`config.mk`:
```
export PLATFORM = sky130hd
export DESIGN_NAME = mux_scan_sampler_flat
export DESIGN_NICKNAME = d
export VERILOG_FILES = /design/src/rtl/mux_scan_sampler_pkg.sv /design/src/rtl/mux_scan_sampler_if.sv /design/src/rtl/mux_scan_sampler_settle_counter.sv /design/src/rtl/mux_scan_sampler.sv /design/src/flat_wrapper.sv
export SDC_FILE = /design/constraint.sdc
export NUM_CORES = 1
export LEC_CHECK = 0
export BUFFER_PORTS_ARGS = -buffer_cell sky130_fd_sc_hd__buf_2
export CAP_MARGIN = 5
export CORE_MARGIN = 2
export CORE_UTILIZATION = 54
export DETAILED_ROUTE_END_ITERATION = 8
export PLACE_DENSITY = 0.85
export SLEW_MARGIN = 20
export SYNTH_ARGS = -nofsm -noshare
export SYNTH_HDL_FRONTEND = slang
export SYNTH_SLANG_ARGS = --single-unit
```
`constraint.sdc`:
```
create_clock -name clk -period 2 [get_ports clk]
set_input_delay 0.2 -clock clk [delete_from_list [all_inputs] [get_ports clk]]
set_output_delay 0.2 -clock clk [all_outputs]
set_load 0.02 [all_outputs]
```
`src/rtl/mux_scan_sampler_pkg.sv`:
```
// rtl/mux_scan_sampler_pkg.sv - shared state encodings and default sizes for the mux scan sampler
package mux_scan_defs;

  localparam int N_CH_DEF  = 4;
  localparam int SEL_W_DEF = 2;
  localparam int CNT_W     = 4;

  // 2'd3 is never entered; the FSM decodes it back to IDLE
  typedef enum logic [1:0] {
    S_IDLE = 2'd0,
    S_HOLD = 2'd1,
    S_DONE = 2'd2
  } state_e;

endpackage

```
`src/rtl/mux_scan_sampler_if.sv`:
```
// rtl/mux_scan_sampler_if.sv - mux-side and downstream handshake bundle for the scan sampler
interface mux_scan_if #(
  parameter int N_CH  = 4,
  parameter int SEL_W = 2
);
  logic             start;
  logic             y;
  logic [SEL_W-1:0] sel;
  logic             busy;
  logic [N_CH-1:0]  data;
  logic             valid;
  logic             ready;

  modport master (
    input  start, y, ready,
    output sel, busy, data, valid
  );

  modport slave (
    output start, y, ready,
    input  sel, busy, data, valid
  );
endinterface

```
`src/rtl/mux_scan_sampler_settle_counter.sv`:
```
// rtl/mux_scan_sampler_settle_counter.sv - loadable down-counter timing how long each channel is held
module settle_counter #(
  parameter int W = 4
) (
  input  logic         clk,
  input  logic         rst,
  input  logic         load_i,
  input  logic [W-1:0] load_val_i,
  input  logic         dec_i,
  output logic [W-1:0] value_o,
  output logic         zero_o
);
  logic [W-1:0] cnt_q;

  always_ff @(posedge clk or posedge rst) begin
    if (rst) begin
      cnt_q <= '0;
    end else if (load_i) begin
      cnt_q <= load_val_i;
    end else if (dec_i && cnt_q != '0) begin
      cnt_q <= cnt_q - W'(1);
    end
  end

  assign value_o = cnt_q;
  assign zero_o  = (cnt_q == '0);
endmodule

```
`src/rtl/mux_scan_sampler.sv`:
```
// rtl/mux_scan_sampler.sv - steps mux sel through every channel, samples y, hands snapshot downstream
import mux_scan_defs::*;

module mux_scan_sampler #(
  parameter int N_CH   = N_CH_DEF,
  parameter int SEL_W  = SEL_W_DEF,
  parameter int SETTLE = 1
) (
  input  logic      clk,
  input  logic      rst,
  mux_scan_if.master bus
);
  localparam logic [SEL_W-1:0] LAST_SEL  = SEL_W'(N_CH - 1);
  localparam logic [CNT_W-1:0] SETTLE_LD = CNT_W'(SETTLE);

  state_e           state_q;
  logic [SEL_W-1:0] sel_q;
  logic             busy_q;
  logic             valid_q;
  logic [N_CH-1:0]  data_q;
  logic [N_CH-1:0]  shadow_q;
  logic [N_CH-1:0]  snap_d;

  logic             start_acc;
  logic             sample;
  logic             cnt_load;
  logic             cnt_dec;
  logic             cnt_zero;
  logic [CNT_W-1:0] cnt_val;

  always_comb begin
    start_acc = bus.start && (state_q == S_IDLE || (state_q == S_DONE && bus.ready));
    sample    = (state_q == S_HOLD) && cnt_zero;
    cnt_load  = start_acc || (sample && sel_q != LAST_SEL);
    cnt_dec   = (state_q == S_HOLD) && (cnt_val != '0);
    // last channel goes straight into data on the completing edge
    snap_d           = shadow_q;
    snap_d[N_CH-1]   = bus.y;
  end

  settle_counter #(.W(CNT_W)) u_settle (
    .clk        (clk),
    .rst        (rst),
    .load_i     (cnt_load),
    .load_val_i (SETTLE_LD),
    .dec_i      (cnt_dec),
    .value_o    (cnt_val),
    .zero_o     (cnt_zero)
  );

  always_ff @(posedge clk or posedge rst) begin
    if (rst) begin
      state_q  <= S_IDLE;
      sel_q    <= '0;
      busy_q   <= 1'b0;
      valid_q  <= 1'b0;
      data_q   <= '0;
      shadow_q <= '0;
    end else begin
      case (state_q)
        S_IDLE: begin
          if (bus.start) begin
            state_q <= S_HOLD;
            sel_q   <= '0;
            busy_q  <= 1'b1;
          end
        end
        S_HOLD: begin
          if (cnt_zero) begin
            shadow_q[sel_q] <= bus.y;
            if (sel_q != LAST_SEL) begin
              sel_q <= sel_q + SEL_W'(1);
            end else begin
              data_q  <= snap_d;
              sel_q   <= '0;
              busy_q  <= 1'b0;
              valid_q <= 1'b1;
              state_q <= S_DONE;
            end
          end
        end
        S_DONE: begin
          if (bus.ready) begin
            valid_q <= 1'b0;
            if (bus.start) begin
              state_q <= S_HOLD;
              sel_q   <= '0;
              busy_q  <= 1'b1;
            end else begin
              state_q <= S_IDLE;
            end
          end
        end
        default: state_q <= S_IDLE;
      endcase
    end
  end

  assign bus.sel   = sel_q;
  assign bus.busy  = busy_q;
  assign bus.valid = valid_q;
  assign bus.data  = data_q;
endmodule

```
`src/flat_wrapper.sv`:
```
// flat-port wrapper written by rule: the top's interface ports become plain ports
module mux_scan_sampler_flat 
#(
  parameter int N_CH   = N_CH_DEF,
  parameter int SEL_W  = SEL_W_DEF,
  parameter int SETTLE = 1
)
  (clk, rst, bus_start, bus_y, bus_ready, bus_sel, bus_busy, bus_data, bus_valid);
  mux_scan_if #(.N_CH(N_CH), .SEL_W(SEL_W)) bus_i ();
  input  logic clk;
  input  logic rst;
  input wire logic [$bits(bus_i.start)-1:0] bus_start;
  input wire logic [$bits(bus_i.y)-1:0] bus_y;
  input wire logic [$bits(bus_i.ready)-1:0] bus_ready;
  output wire logic [$bits(bus_i.sel)-1:0] bus_sel;
  output wire logic [$bits(bus_i.busy)-1:0] bus_busy;
  output wire logic [$bits(bus_i.data)-1:0] bus_data;
  output wire logic [$bits(bus_i.valid)-1:0] bus_valid;
  assign bus_i.start = bus_start;
  assign bus_i.y = bus_y;
  assign bus_i.ready = bus_ready;
  assign bus_sel = bus_i.sel;
  assign bus_busy = bus_i.busy;
  assign bus_data = bus_i.data;
  assign bus_valid = bus_i.valid;
  mux_scan_sampler #(.N_CH(N_CH), .SEL_W(SEL_W), .SETTLE(SETTLE)) u_core (.clk(clk), .rst(rst), .bus(bus_i));
endmodule
```
; Word level (Yosys, flattened, before mapping)
; Index checks and enable logic that the tools add are counted.
[totals]
regBits = 18
wordCells = 65
[op_classes]
add_sub_neg = 2
n_lt_le_gt_ge = 2
eq_ne = 7
n_mux = 25
n_bitwise = 1
reduce_logical = 21
[ops]
columns = operator, n
row1 = 2-bit 2-to-1 mux, 8
row2 = 2-bit one-hot mux with 3 select lines, 2
row3 = 4-bit AND reduction, 3
row4 = 1-bit 2-to-1 mux, 9
row5 = 4-bit 2-to-1 mux, 2
row6 = 2-bit inequality test (second input constant), 4
row7 = 1-bit logical AND, 7
row8 = 3-bit AND reduction, 2
row9 = 4-bit bitwise mux, 1
row10 = 4-bit logical NOT, 1
row11 = 2-bit nonzero test, 2
row12 = 4-bit nonzero test, 1
row13 = 4-bit by 1-bit subtractor with 4-bit output (second input constant), 1
row14 = 2-bit by 3-bit < comparator with 1-bit output (second input constant), 1
row15 = 1-bit one-hot mux with 3 select lines, 1
row16 = 3-bit nonzero test, 1
row17 = 2-bit by 1-bit adder with 2-bit output (second input constant), 1
row18 = 1-bit demux with 2-bit select, 1
row19 = 2-bit by 1-bit equality test with 1-bit output (second input constant), 1
row20 = 2-bit equality test (second input constant), 1
row21 = 2-bit by 1-bit >= comparator with 1-bit output (second input constant), 1
row22 = 2-bit logical NOT, 1
row23 = 1-bit logical OR, 2
row24 = 2-bit by 1-bit inequality test with 1-bit output (second input constant), 1
row25 = 3 further kinds, 3

; Depth between registers and ports, before layout
[logic_depth]
ltp_word = 6
ltp_mapped = 5
depth_no_buf = 5

; Modules after synthesis
; From an unflattened synthesis, not the netlist that was laid out.
[unflattened]
cells_unflattened = 83
area_unflattened_um2 = 914.6
[modules_own_cells]
columns = module, instances, cells_each, area_each_um2
row1 = mux_scan_sampler, 1, 55, 653.1
row2 = settle_counter, 1, 28, 261.5

; Least setup slack after synthesis
; No wires, ideal clock.
[synth_timing]
path_type = reg-to-reg
start = register u_core.u_settle.cnt_q[0], in the netlist u_core.u_settle.value_o[0]
end = register u_core.data_q[0], in the netlist u_core.bus.data[0]
arrival_ps = 1395
t_required_ps = 1875
setup_slack_ps = 480
path_stages_with_launch = 6
path_buffers = 0
period_less_slack_ps = 1520
path_cell_list = dfrtp_1 -> inv_1 -> ha_1 -> nor2b_1 -> nand4b_4 -> mux2_4
[synth_between]
elab_chain_cells = 2
[synth_lines]
columns = element, line_no
row1 = start: declaration, mux_scan_sampler_settle_counter.sv:13  ; logic [W-1:0] cnt_q;
row2 = start signal: assignment, mux_scan_sampler_settle_counter.sv:19  ; cnt_q <= load_val_i;
row3 = start signal: assignment, mux_scan_sampler_settle_counter.sv:21  ; cnt_q <= cnt_q - W'(1);
row4 = 4-bit logical NOT, mux_scan_sampler_settle_counter.sv:26  ; assign zero_o = (cnt_q == '0);
row5 = 3-bit AND reduction (no source line), --
row6 = end signal: assignment, mux_scan_sampler.sv:74  ; data_q <= snap_d;
row7 = end: declaration, mux_scan_sampler.sv:20  ; logic [N_CH-1:0] data_q;
; No other way between the ends.
; A chain may end at the register's enable or synchronous reset.

; Worst setup path in the final report
[layout_timing]
start = register u_core.u_settle.cnt_q[0], in the netlist u_core.u_settle.value_o[0]
end = register u_core.data_q[2], in the netlist u_core.bus.data[2]
; Same word-level chain as after synthesis.

==> flow_summary.toml <==
[logic_synthesis]
synthesis.area_um2 = 866
ys_seq_elements = 17
synth_warnings = 0
ys_seq_area_frac = 0.491
synth.distinct_cells = 28
synth_edf_count = 0
ys.flop_type = "dfrtp_1"
synthArstFlopShare = 1.00
netlist_instances = 72
syn_area_per_cell_um2 = 12.0
syn_nets = 82

[detailed_routing]
drc = 0
firstDrtPassIters = 4
via_per_inst = 5.80
first_iter_violations = 6
ant_nets = 0
routed_wl_um = 1450
avgRoutedWirePerCell_um = 13.9
num_vias = 603

[layout]
final_nets = 99
final_cell_mix = "17 x dfrtp_1, 12 x buf_2, 8 x inv_1"
area_growth_pct = 12.7
finalNonFillerCells = 104
n_antenna_cell = 0
final_common_cell = "dfrtp_1"
drive_gt1_frac = 0.295

[die]
coreArea_um2 = 1510
die_area_um2 = 1940
start_util = 0.575
num_rows = 14
fp.dieW_um = 44.0
chipHeight_um = 44.0
ioPinCount = 13

[setup_path]
cp_data_required_time_ps = 2190
crit_arrival_ps = 1870
crit_path_end = "u_core.bus.data[2]$_DFFE_PP0P_"
r2r-end = "u_core.bus.data[2]$_DFFE_PP0P_"
r2r_cells = 5
cp-end-kind = "register"
cp_max_fo = 7
crit_type = "register to register"
slowest_delay_ps = 410
startpoint_type = "register"
cpMaxStageDelayCell = "dfrtp_1"
cp-startpoint = "u_core.u_settle.value_o[0]$_DFFE_PP0P_"
path_cells = "inv_1, ha_1, nor2b_1, nand4b_4, mux2_4"
rrSetupSlack_ps = 310
rr_startpoint = "u_core.u_settle.value_o[0]$_DFFE_PP0P_"

[cts]
cts_tree = "yes"
cts_hold_buf = 1
clk_latency_ps = 290
cts.htree.levels = 1
cts_sinks = 17
cts_resized = 0
clk_path_buf_depth = 2
cts_buffers = 3
clkTransAtPathRegs_ps = 90
post_cts_buffers = 0
clockRootBuffer = "clkbuf_4"

[power_and_ir_drop]
power_leakage_uw = 0.000490
peakVddDrop_mv = 0.862
powerDensity_nw_per_um2 = 1520

[global_route]
grt_max_degree = 18
grt_pass1_vias = 608
antenna_found_initial = 0
grt_pass1_wl_um = 2620
grt_usage = 0.185
overflow = 0

[timing]
worst_pin_slew_ps = 637
hold_slack_ps = 116
tns_ps = 0
period_share = 0.843
min_period_ps = 1690
worst_slack_ps = 315
max_freq_mhz = 593
max-slew-margin-rel = 0.575
slew_viol_final = 0
clock_skew_ps = 2.23
finalHoldViolations = 0
rsz0062_at_grt = "no"
finalSetupViolCount = 0

[place]
portBuffers = 12
post-dp-hpwl_um = 1060
pre_cts_ws_ps = 322
placedCellCount = 99
gp_congestion = 0.879

[outcome]
status = "finished, final reports clean"

[worst_hold_path]
hold_path.class = "input pin to register"
hp-start = "bus_ready"

[job]
maxCapViolCount = 0
## flip-flops by register name, summed over array words and instances (netlist names)
name and cells:
u_core.shadow_q 3, u_core.bus.valid 1, u_core.state_q 2, u_core.bus.busy 1
u_core.bus.sel 2, u_core.u_settle.value_o 4, u_core.bus.data 4
## cell usage after synthesis (2+ instances only)
library cell,count,area (um2)
a21oi_1,2,10.0
nand3_1,5,25.0
inv_1,8,30.0
nand2_1,2,7.51
dfrtp_1,17,425
nor3_1,3,15.0
mux2_1,3,33.8
ha_1,5,62.6
mux2_4,4,60.1
o21ai_0,2,10.0
a31o_1,2,17.5
nand2b_1,3,18.8
## layout make-up
type                    instances  area [um2]
repair buffers                 13        70.1
well taps                      16        20.0
flip-flops and latches         17         425
inverters                       8        30.0
clock inverters                 1        5.00
clock buffers                   3        22.5
fillers                       126         531
multi-input cells              46         403
## critical path, delay by kind of cell (launching register included)
family,cells,cell delay [ps]
fa+ha+maj,1,220
mux,1,340
buf+inv,1,110
flops,1,410
simple gates,2,510
## per-stage QoR
| step | total power [uW] | util | instance area, um2 |
|---|---|---|---|
| floorplan | 1140 | - | 866 |
| finish | 1480 | 0.648 | 976 |
| detailed placement | 1290 | 0.623 | 938 |
| global placement | 1260 | 0.623 | 938 |
| global route | 1600 | 0.648 | 976 |
| CTS | 1500 | 0.648 | 976 |
## routing by layer
metal  wire (um)  global-route usage  share of wire
met3         109              0.0612          0.075
met4          21              0.0606          0.015
met1         621               0.229           0.43
met2         695               0.306           0.48
met5           0                   0              0
## cells by family after synthesis
kind of cell             after synthesis  synth area share
AND/OR/NAND/NOR                       22             0.185
flip-flops                            17             0.491
AO/OA/AOI/OAI                         12            0.0997
buffers and inverters                  9            0.0434
multiplexers                           7             0.108
adder cells (fa/ha/maj)                5            0.0723
## power by group
part,internal (uW),switching (uW)
clock network,74.6,107
logic,318,366
registers,490,124
total,883,596
## worst min-delay path by stage
| stage | to | cells after the start |
|---|---|---|
| 2_1_floorplan | u_core.bus.busy$_DFFE_PP0P_ | 1 |
| 3_3_place_gp | u_core.bus.busy$_DFFE_PP0P_ | 2 |
| 3_5_place_dp | u_core.bus.busy$_DFFE_PP0P_ | 2 |
| 4_1_cts | u_core.state_q[1]$_DFFE_PP0P_ | 2 |
| 5_1_grt | u_core.state_q[1]$_DFFE_PP0P_ | 2 |
| 6_report | u_core.state_q[1]$_DFFE_PP0P_ | 2 |
Power figures use the tool's default switching activity.
